$ cat src/rtl/prefix_adder_pipe_if.sv
// Operand/result handshake bundle for prefix_adder_pipe.
// The master side issues operands and consumes results; the slave side is the adder.
interface prefix_adder_pipe_if #(
  parameter int WIDTH = 16
);
  logic             in_valid;
  logic             in_ready;
  logic [WIDTH-1:0] a;
  logic [WIDTH-1:0] b;
  logic             cin;
  logic             sub;
  logic             out_valid;
  logic             out_ready;
  logic [WIDTH-1:0] sum;
  logic             cout;
  logic             ovf;

  modport master (
    output in_valid, a, b, cin, sub, out_ready,
    input  in_ready, out_valid, sum, cout, ovf
  );

  modport slave (
    input  in_valid, a, b, cin, sub, out_ready,
    output in_ready, out_valid, sum, cout, ovf
  );
endinterface

$ cat src/rtl/prefix_adder_pipe.sv
// Pipelined Sklansky parallel-prefix adder/subtractor with valid/ready flow control.
// PIPE register stages are spread evenly over the log2(WIDTH) prefix levels; the last one holds the result.
module prefix_adder_pipe #(
  parameter int WIDTH = 16,
  parameter int PIPE  = 2
) (
  input logic                clk,
  input logic                rst_n,
  prefix_adder_pipe_if.slave bus
);
  localparam int L    = $clog2(WIDTH);
  localparam int NMID = (PIPE > 1) ? PIPE - 1 : 1;

  typedef struct packed {
    logic [WIDTH-1:0] p;   // bitwise propagate, kept until the final sum XOR
    logic             c0;
    logic [WIDTH-1:0] gg;
    logic [WIDTH-1:0] gp;
  } pf_t;

  // Register s+1 sits after prefix level last_level(s); the final stage runs to level L.
  function automatic int last_level(input int s);
    return (s == PIPE - 1) ? L : ((s + 1) * L) / PIPE;
  endfunction

  function automatic int first_level(input int s);
    return (s == 0) ? 1 : last_level(s - 1) + 1;
  endfunction

  // Applies Sklansky levels lo..hi; an empty range passes the operands through.
  function automatic pf_t prefix_levels(input pf_t x, input int lo, input int hi);
    pf_t y;
    int  j;
    y = x;
    for (int l = 1; l <= L; l++) begin
      if (l >= lo && l <= hi) begin
        for (int i = 0; i < WIDTH; i++) begin
          if (((i >> (l - 1)) & 1) == 1) begin
            // j is the top bit of the neighbouring aligned block; it is not updated at this level.
            j = ((i >> (l - 1)) << (l - 1)) - 1;
            y.gg[i] = y.gg[i] | (y.gp[i] & y.gg[j]);
            y.gp[i] = y.gp[i] & y.gp[j];
          end
        end
      end
    end
    return y;
  endfunction

  logic [WIDTH-1:0] b_eff;
  pf_t              pre;
  pf_t              stage_out [PIPE];
  pf_t              mid_q     [NMID];
  logic [PIPE-1:0]  vld_q;
  logic [WIDTH-1:0] sum_d;
  logic [WIDTH-1:0] sum_q;
  logic             cout_d;
  logic             cout_q;
  logic             ovf_d;
  logic             ovf_q;
  logic             en;

  // NOTE: every field of pre is assigned on every pass, so no latch can be inferred here.
  always_comb begin
    b_eff      = bus.sub ? ~bus.b : bus.b;
    pre.c0     = bus.cin ^ bus.sub;
    pre.p      = bus.a ^ b_eff;
    pre.gp     = bus.a ^ b_eff;
    pre.gg     = bus.a & b_eff;
    pre.gg[0]  = pre.gg[0] | (pre.p[0] & pre.c0);
  end

  always_comb begin
    for (int s = 0; s < PIPE; s++) begin
      stage_out[s] = prefix_levels((s == 0) ? pre : mid_q[(s == 0) ? 0 : s - 1],
                                   first_level(s), last_level(s));
    end
  end

  // Carry into bit i is the group generate of bits i-1..0; bit 0 takes c0 directly.
  always_comb begin
    sum_d  = stage_out[PIPE-1].p ^ {stage_out[PIPE-1].gg[WIDTH-2:0], stage_out[PIPE-1].c0};
    cout_d = stage_out[PIPE-1].gg[WIDTH-1];
    ovf_d  = stage_out[PIPE-1].gg[WIDTH-2] ^ stage_out[PIPE-1].gg[WIDTH-1];
  end

  // One global enable: the whole pipe advances or the whole pipe holds.
  assign en           = ~vld_q[PIPE-1] | bus.out_ready;
  assign bus.in_ready = en;

  // NOTE: sequential state uses non-blocking assignments so every stage samples pre-edge values.
  always_ff @(posedge clk or negedge rst_n) begin
    if (!rst_n) begin
      vld_q  <= '0;
      sum_q  <= '0;
      cout_q <= 1'b0;
      ovf_q  <= 1'b0;
    end else if (en) begin
      for (int s = 0; s < PIPE; s++) begin
        vld_q[s] <= (s == 0) ? bus.in_valid : vld_q[(s == 0) ? 0 : s - 1];
      end
      sum_q  <= sum_d;
      cout_q <= cout_d;
      ovf_q  <= ovf_d;
    end
  end

  // NOTE: intermediate data registers carry no reset; the valid bits alone qualify their contents.
  always_ff @(posedge clk) begin
    if (en) begin
      for (int s = 0; s < NMID; s++) begin
        mid_q[s] <= stage_out[s];
      end
    end
  end

  assign bus.out_valid = vld_q[PIPE-1];
  assign bus.sum       = sum_q;
  assign bus.cout      = cout_q;
  assign bus.ovf       = ovf_q;
endmodule

$ cat src/flat_wrapper.sv
// flat-port wrapper written by rule: the top's interface ports become plain ports
module prefix_adder_pipe_flat 
#(
  parameter int WIDTH = 16,
  parameter int PIPE  = 2
)
  (clk, rst_n, bus_in_valid, bus_a, bus_b, bus_cin, bus_sub, bus_out_ready, bus_in_ready, bus_out_valid, bus_sum, bus_cout, bus_ovf);
  prefix_adder_pipe_if #(.WIDTH(WIDTH)) bus_i ();
  input logic clk;
  input logic rst_n;
  input wire logic [$bits(bus_i.in_valid)-1:0] bus_in_valid;
  input wire logic [$bits(bus_i.a)-1:0] bus_a;
  input wire logic [$bits(bus_i.b)-1:0] bus_b;
  input wire logic [$bits(bus_i.cin)-1:0] bus_cin;
  input wire logic [$bits(bus_i.sub)-1:0] bus_sub;
  input wire logic [$bits(bus_i.out_ready)-1:0] bus_out_ready;
  output wire logic [$bits(bus_i.in_ready)-1:0] bus_in_ready;
  output wire logic [$bits(bus_i.out_valid)-1:0] bus_out_valid;
  output wire logic [$bits(bus_i.sum)-1:0] bus_sum;
  output wire logic [$bits(bus_i.cout)-1:0] bus_cout;
  output wire logic [$bits(bus_i.ovf)-1:0] bus_ovf;
  assign bus_i.in_valid = bus_in_valid;
  assign bus_i.a = bus_a;
  assign bus_i.b = bus_b;
  assign bus_i.cin = bus_cin;
  assign bus_i.sub = bus_sub;
  assign bus_i.out_ready = bus_out_ready;
  assign bus_in_ready = bus_i.in_ready;
  assign bus_out_valid = bus_i.out_valid;
  assign bus_sum = bus_i.sum;
  assign bus_cout = bus_i.cout;
  assign bus_ovf = bus_i.ovf;
  prefix_adder_pipe #(.WIDTH(WIDTH), .PIPE(PIPE)) u_core (.clk(clk), .rst_n(rst_n), .bus(bus_i));
endmodule
$ cat config.mk
export PLATFORM = sky130hd
export DESIGN_NAME = prefix_adder_pipe_flat
export DESIGN_NICKNAME = d
export VERILOG_FILES = /design/src/rtl/prefix_adder_pipe_if.sv /design/src/rtl/prefix_adder_pipe.sv /design/src/flat_wrapper.sv
export SDC_FILE = /design/constraint.sdc
export NUM_CORES = 1
export LEC_CHECK = 0
export ABC_AREA = 1
export ABC_CLOCK_PERIOD_IN_PS = 1600
export CAP_MARGIN = 20
export CORE_MARGIN = 1.5
export CORE_UTILIZATION = 26
export DETAILED_ROUTE_END_ITERATION = 10
export GPL_ROUTABILITY_DRIVEN = 0
export GPL_TIMING_DRIVEN = 0
export SYNTH_ARGS = -nofsm -noshare
export SYNTH_HDL_FRONTEND = slang
export SYNTH_SLANG_ARGS = --single-unit
$ cat constraint.sdc
create_clock -name clk -period 1.6 [get_ports clk]
set_input_delay 0.4 -clock clk [delete_from_list [all_inputs] [get_ports clk]]
set_output_delay 0.4 -clock clk [all_outputs]
set_load 0.1 [all_outputs]
======== After elaboration in Yosys (flattened, before gate mapping) ========
Memories as Yosys holds them, arrays and structs flattened.
Cells that the tools add are included.
cells by class
  $add $sub $neg .......................... 0
  reduce and logical (&&, ||, !) cells .... 0
  $mul .................................... 0
  shifts and indexed selects .............. 0
  order comparisons ....................... 0
  bitwise operators ....................... 94
  mux-type cells .......................... 3
  equal/unequal tests ..................... 0
  div/mod/pow operators ................... 0
operators with widths
  kind              number
  $and A1 B1 Y1     53
  $or A1 B1 Y1      34
  $xor A16 B16 Y16  2
  $and A16 B16 Y16  1
  $mux W16          1
  $not A16 Y16      1
  $mux W1           2
  $xor A1 B1 Y1     2
  $not A1 Y1        1
storage, ports and cells
  ROM bits ................................ 0
  bits of input ports ..................... 38
  bits in latches ......................... 0
  register bits ........................... 20
  output and inout port bits .............. 20
  memories kept ........................... 1
  RAM bits ................................ 49
memory list
  memory        depth  bits a word  rd ports  clocked after Yosys merged registers in  write ports  RTL line                 RTL
  u_core.mid_q  1      49           1         0                                        1            prefix_adder_pipe.sv:53  pf_t mid_q [NMID];

======== Longest topological paths before layout ========
  word-level depth ........................ 9
  depth in mapped cells ................... 10
  mapped depth without buffers ............ 8

======== Worst setup path after synthesis ========
OpenSTA, ideal clock, no wires.
  path kind ............................... register -> register
  start ................................... register u_core.vld_q[1]
  end ..................................... memory u_core.mid_q[0][10] (netlist name), enable pin
  cell stages (with the launch flop) ...... 5
  buffers on the path ..................... 1
  data required time ...................... 1.200 ns
  path slack .............................. -0.735 ns
  data arrival time ....................... 1.935 ns
  path through ............................ dfrtp_1 -> inv_1 -> nor2_1 -> inv_1 -> buf_2
on the way
  cells in the longest elaborated chain, start to end .. 4
ends and longest elaborated chain
  what                             RTL line                  RTL
  start, declared                  prefix_adder_pipe.sv:54   logic [PIPE-1:0] vld_q;
  start signal, assigned by index  prefix_adder_pipe.sv:100  vld_q[s] <= (s == 0) ? bus.in_valid : vld_q[(s == 0) ? 0 : s - 1];
  $not A1 Y1                       prefix_adder_pipe.sv:88   assign en = ~vld_q[PIPE-1] | bus.out_ready;
  $or A1 B1 Y1                     prefix_adder_pipe.sv:88
  via bus_in_ready                 flat_wrapper.sv:17        output wire logic [$bits(bus_i.in_ready)-1:0] bus_in_ready;
  $mux W1                          prefix_adder_pipe.sv:110  if (en) begin
  $mux W1 (implied by the code)    prefix_adder_pipe.sv:112  mid_q[s] <= stage_out[s];
  end, declared                    prefix_adder_pipe.sv:53
The timed path passes the listed nets, and every way through them passes these cells.

======== Worst setup path in the final report ========
  start ................................... register u_core.vld_q[1]
  end ..................................... output port bus_in_ready
on the way
  cells in the longest elaborated chain, start to end .. 2
ends and longest elaborated chain
  what           RTL line
  $not A1 Y1     prefix_adder_pipe.sv:88
  $or A1 B1 Y1   prefix_adder_pipe.sv:88
  end, declared  flat_wrapper.sv:17
Every way passes these cells.

==> impl_metrics.json <==
{
  "grt_pass1_vias": 1970,
  "hpwl_um": 4098,
  "antenna_found_initial": 0,
  "clock-skew-final_ns": 0.008859,
  "drive_above_1_share": 0.1914,
  "utilization": 0.3750,
  "final_common_cell": "nand2_1",
  "fin_ws_ns": 0.01149,
  "nets": 401,
  "grt_pass1_wl_um": 9604,
  "core_area_mm2": 0.01098,
  "clk_pin_slew_worst_paths_ns": 0.05,
  "hold_buffers": 0,
  "fillers": 1083,
  "worstMarginPinSlew_ns": 0.4922,
  "cts_htree_levels": 3,
  "ys_seq_elements": 62,
  "crit_arrival_ns": 1.19,
  "cts_tree": "done",
  "seq_area_frac_synth": 0.5946,
  "p_leak_nw": 1.922,
  "routed_wl_um": 6160,
  "peakVddDrop_mv": 0.5531,
  "initial_core_util": 0.2698,
  "portBuffers": 56,
  "worstSetupPathType": "flip-flop to output port",
  "period_minus_slack_ns": 1.589,
  "clk_path_buf_depth": 2,
  "cp.required_ns": 1.20,
  "rr_worst_depth": 6,
  "syn_nets": 324,
  "status": "finished, final reports clean",
  "slew_headroom": 0.6708,
  "syn_inst": 268,
  "wl_per_cell_um": 12.57,
  "die_h_um": 109.8,
  "antenna_cells": 0,
  "whs_ns": 0.4056,
  "finalSetupViolations": 0,
  "timing.setup.tns_ns": 0,
  "synthesis.area_mm2": 0.002963,
  "final_antenna_net_count": 0,
  "rsz0062_at_grt": "yes",
  "drt_iter0_markers": 69,
  "netlist_top_cells_area": "edfxtp_1, dfrtp_1, nand2_1, ha_1, xor2_1",
  "cts_num_sinks": 62,
  "endpoint_kind": "output port",
  "finalCritPeriodShare": 0.9928,
  "numCtsBuffers": 9,
  "dr.pass1.iters": 4,
  "synth_cell_types": 24,
  "dieArea_mm2": 0.01205,
  "hp-class": "input pin to async pin",
  "drv_slew": 0,
  "overflow": 0,
  "mostFrequentLayoutCells": "nand2_1, edfxtp_1, clkdlybuf4s50_1",
  "max_clock_freq_mhz": 629.5,
  "drv_cap": 0,
  "grt_use_total": 0.1122,
  "yosysTopAreaCell": "edfxtp_1",
  "grt_max_degree": 27,
  "yosysWarnings": 0,
  "startpoint_type": "flip-flop",
  "cp_max_fo": 2,
  "ioPinCount": 58,
  "cts_root_buf": "clkbuf_16",
  "hold_violations": 0,
  "clock_latency_ns": 0.33,
  "place_ws_ns": -1.349,
  "routed_via_density": 4.127,
  "rows": 38,
  "synth_top_area_share": 0.4257,
  "powerDensity_mw_per_mm2": 1607,
  "die_w_um": 109.8,
  "power.total_mw": 6.619,
  "vias": 2022,
  "syn_area_per_cell_um2": 11.06,
  "area_growth_pct": 39.02,
  "drc": 0
}
path summary, 6_finish.rpt:
path	from	to	slack, ns
max in group asynchronous	rst_n	u_core.bus.sum[13]$_DFFE_PN0P_	0.73
worst min register to register	u_core.vld_q[0]$_DFFE_PN0P_	u_core.vld_q[1]$_DFFE_PN0P_	0.45
min in group clk	u_core.vld_q[0]$_DFFE_PN0P_	u_core.vld_q[1]$_DFFE_PN0P_	0.45
worst max register to register	u_core.mid_q[0][19]$_DFFE_PP_	u_core.bus.sum[9]$_DFFE_PN0P_	0.20
worst max-delay path	u_core.vld_q[1]$_DFFE_PN0P_	bus_in_ready	0.01
worst min-delay path	rst_n	u_core.bus.sum[10]$_DFFE_PN0P_	0.41
cells by family (layout without fill, tap and decap cells):
logic type / count (synthesis) / after routing / share of synthesized area
simple gates: 102 / 102 / 0.1508
flops: 62 / 62 / 0.5946
buf+inv: 35 / 117 / 0.05701
compound gates: 27 / 27 / 0.05067
xor+xnor: 24 / 24 / 0.07095
fa+ha+maj: 18 / 18 / 0.07601
where the power goes:
part	switching [mW]	internal (mW)
Clock	0.640	1.44
Sequential	0.160	2.11
Combinational	1.71	0.560
critical path: stages (launching register included):
cell and delay, ns:
dfrtp_2 0.40, inv_2 0.06, nor2_4 0.04, inv_2 0.08, buf_12 0.12, buf_12 0.16
metrics by stage:
| step | std cells | cell area (um^2) |
|---|---|---|
| 2_1_floorplan | 268 | 3003 |
| 3_3_place_gp | 464 | 3739 |
| 3_5_place_dp | 464 | 3739 |
| 4_1_cts | 488 | 4091 |
| 5_1_grt | 490 | 4119 |
| 6_report | 490 | 4119 |
state kept, by name, indices dropped and copies added (netlist names):
| name | flops |
|---|---|
| u_core.bus.cout | 1 |
| u_core.bus.ovf | 1 |
| u_core.bus.sum | 16 |
| u_core.mid_q | 42 |
| u_core.vld_q | 2 |
cells in the mapped netlist, drive strengths merged:
cell,number
edfxtp,42
xor2,20
nor2,10
nand3b,5
and2,1
nand3,8
ha,18
a21oi,11
a21o,3
o21ai,10
dfrtp,20
nand2,78
o21bai,3
xnor2,4
buf,6
inv,29
metal layers:
metal | GRT usage | up-vias | routed length [um]
met5 | 0 | - | 0
met2 | 0.1939 | 53 | 3063
met3 | 0.03082 | 10 | 311
met4 | 0.06122 | 0 | 129
met1 | 0.1245 | 920 | 2654
li1 | - | 1039 | -
cell type report:
| class | count | area [um^2] | area share |
|---|---|---|---|
| multi-input cells | 171 | 1051 | 0.2552 |
| well taps | 140 | 175.2 | 0.04253 |
| inverters | 29 | 111.4 | 0.02704 |
| flip-flops and latches | 62 | 1763 | 0.4280 |
| repair buffers | 66 | 608.1 | 0.1476 |
| clock inverters | 4 | 68.82 | 0.01671 |
| plain buffers | 6 | 85.08 | 0.02066 |
| clock buffers | 12 | 256.5 | 0.06227 |
what timing repair did:
| action | CTS | global route |
|---|---|---|
| gates cloned | 2 | 0 |
| buffers inserted | 6 | 1 |
| pin swaps | 13 | 8 |
| endpoints found under the hold margin | 0 | 0 |
| endpoints found under the setup margin | 23 | 4 |
| resized for setup | 112 | 3 |
Note: power is estimated with default switching activity, not from simulation.
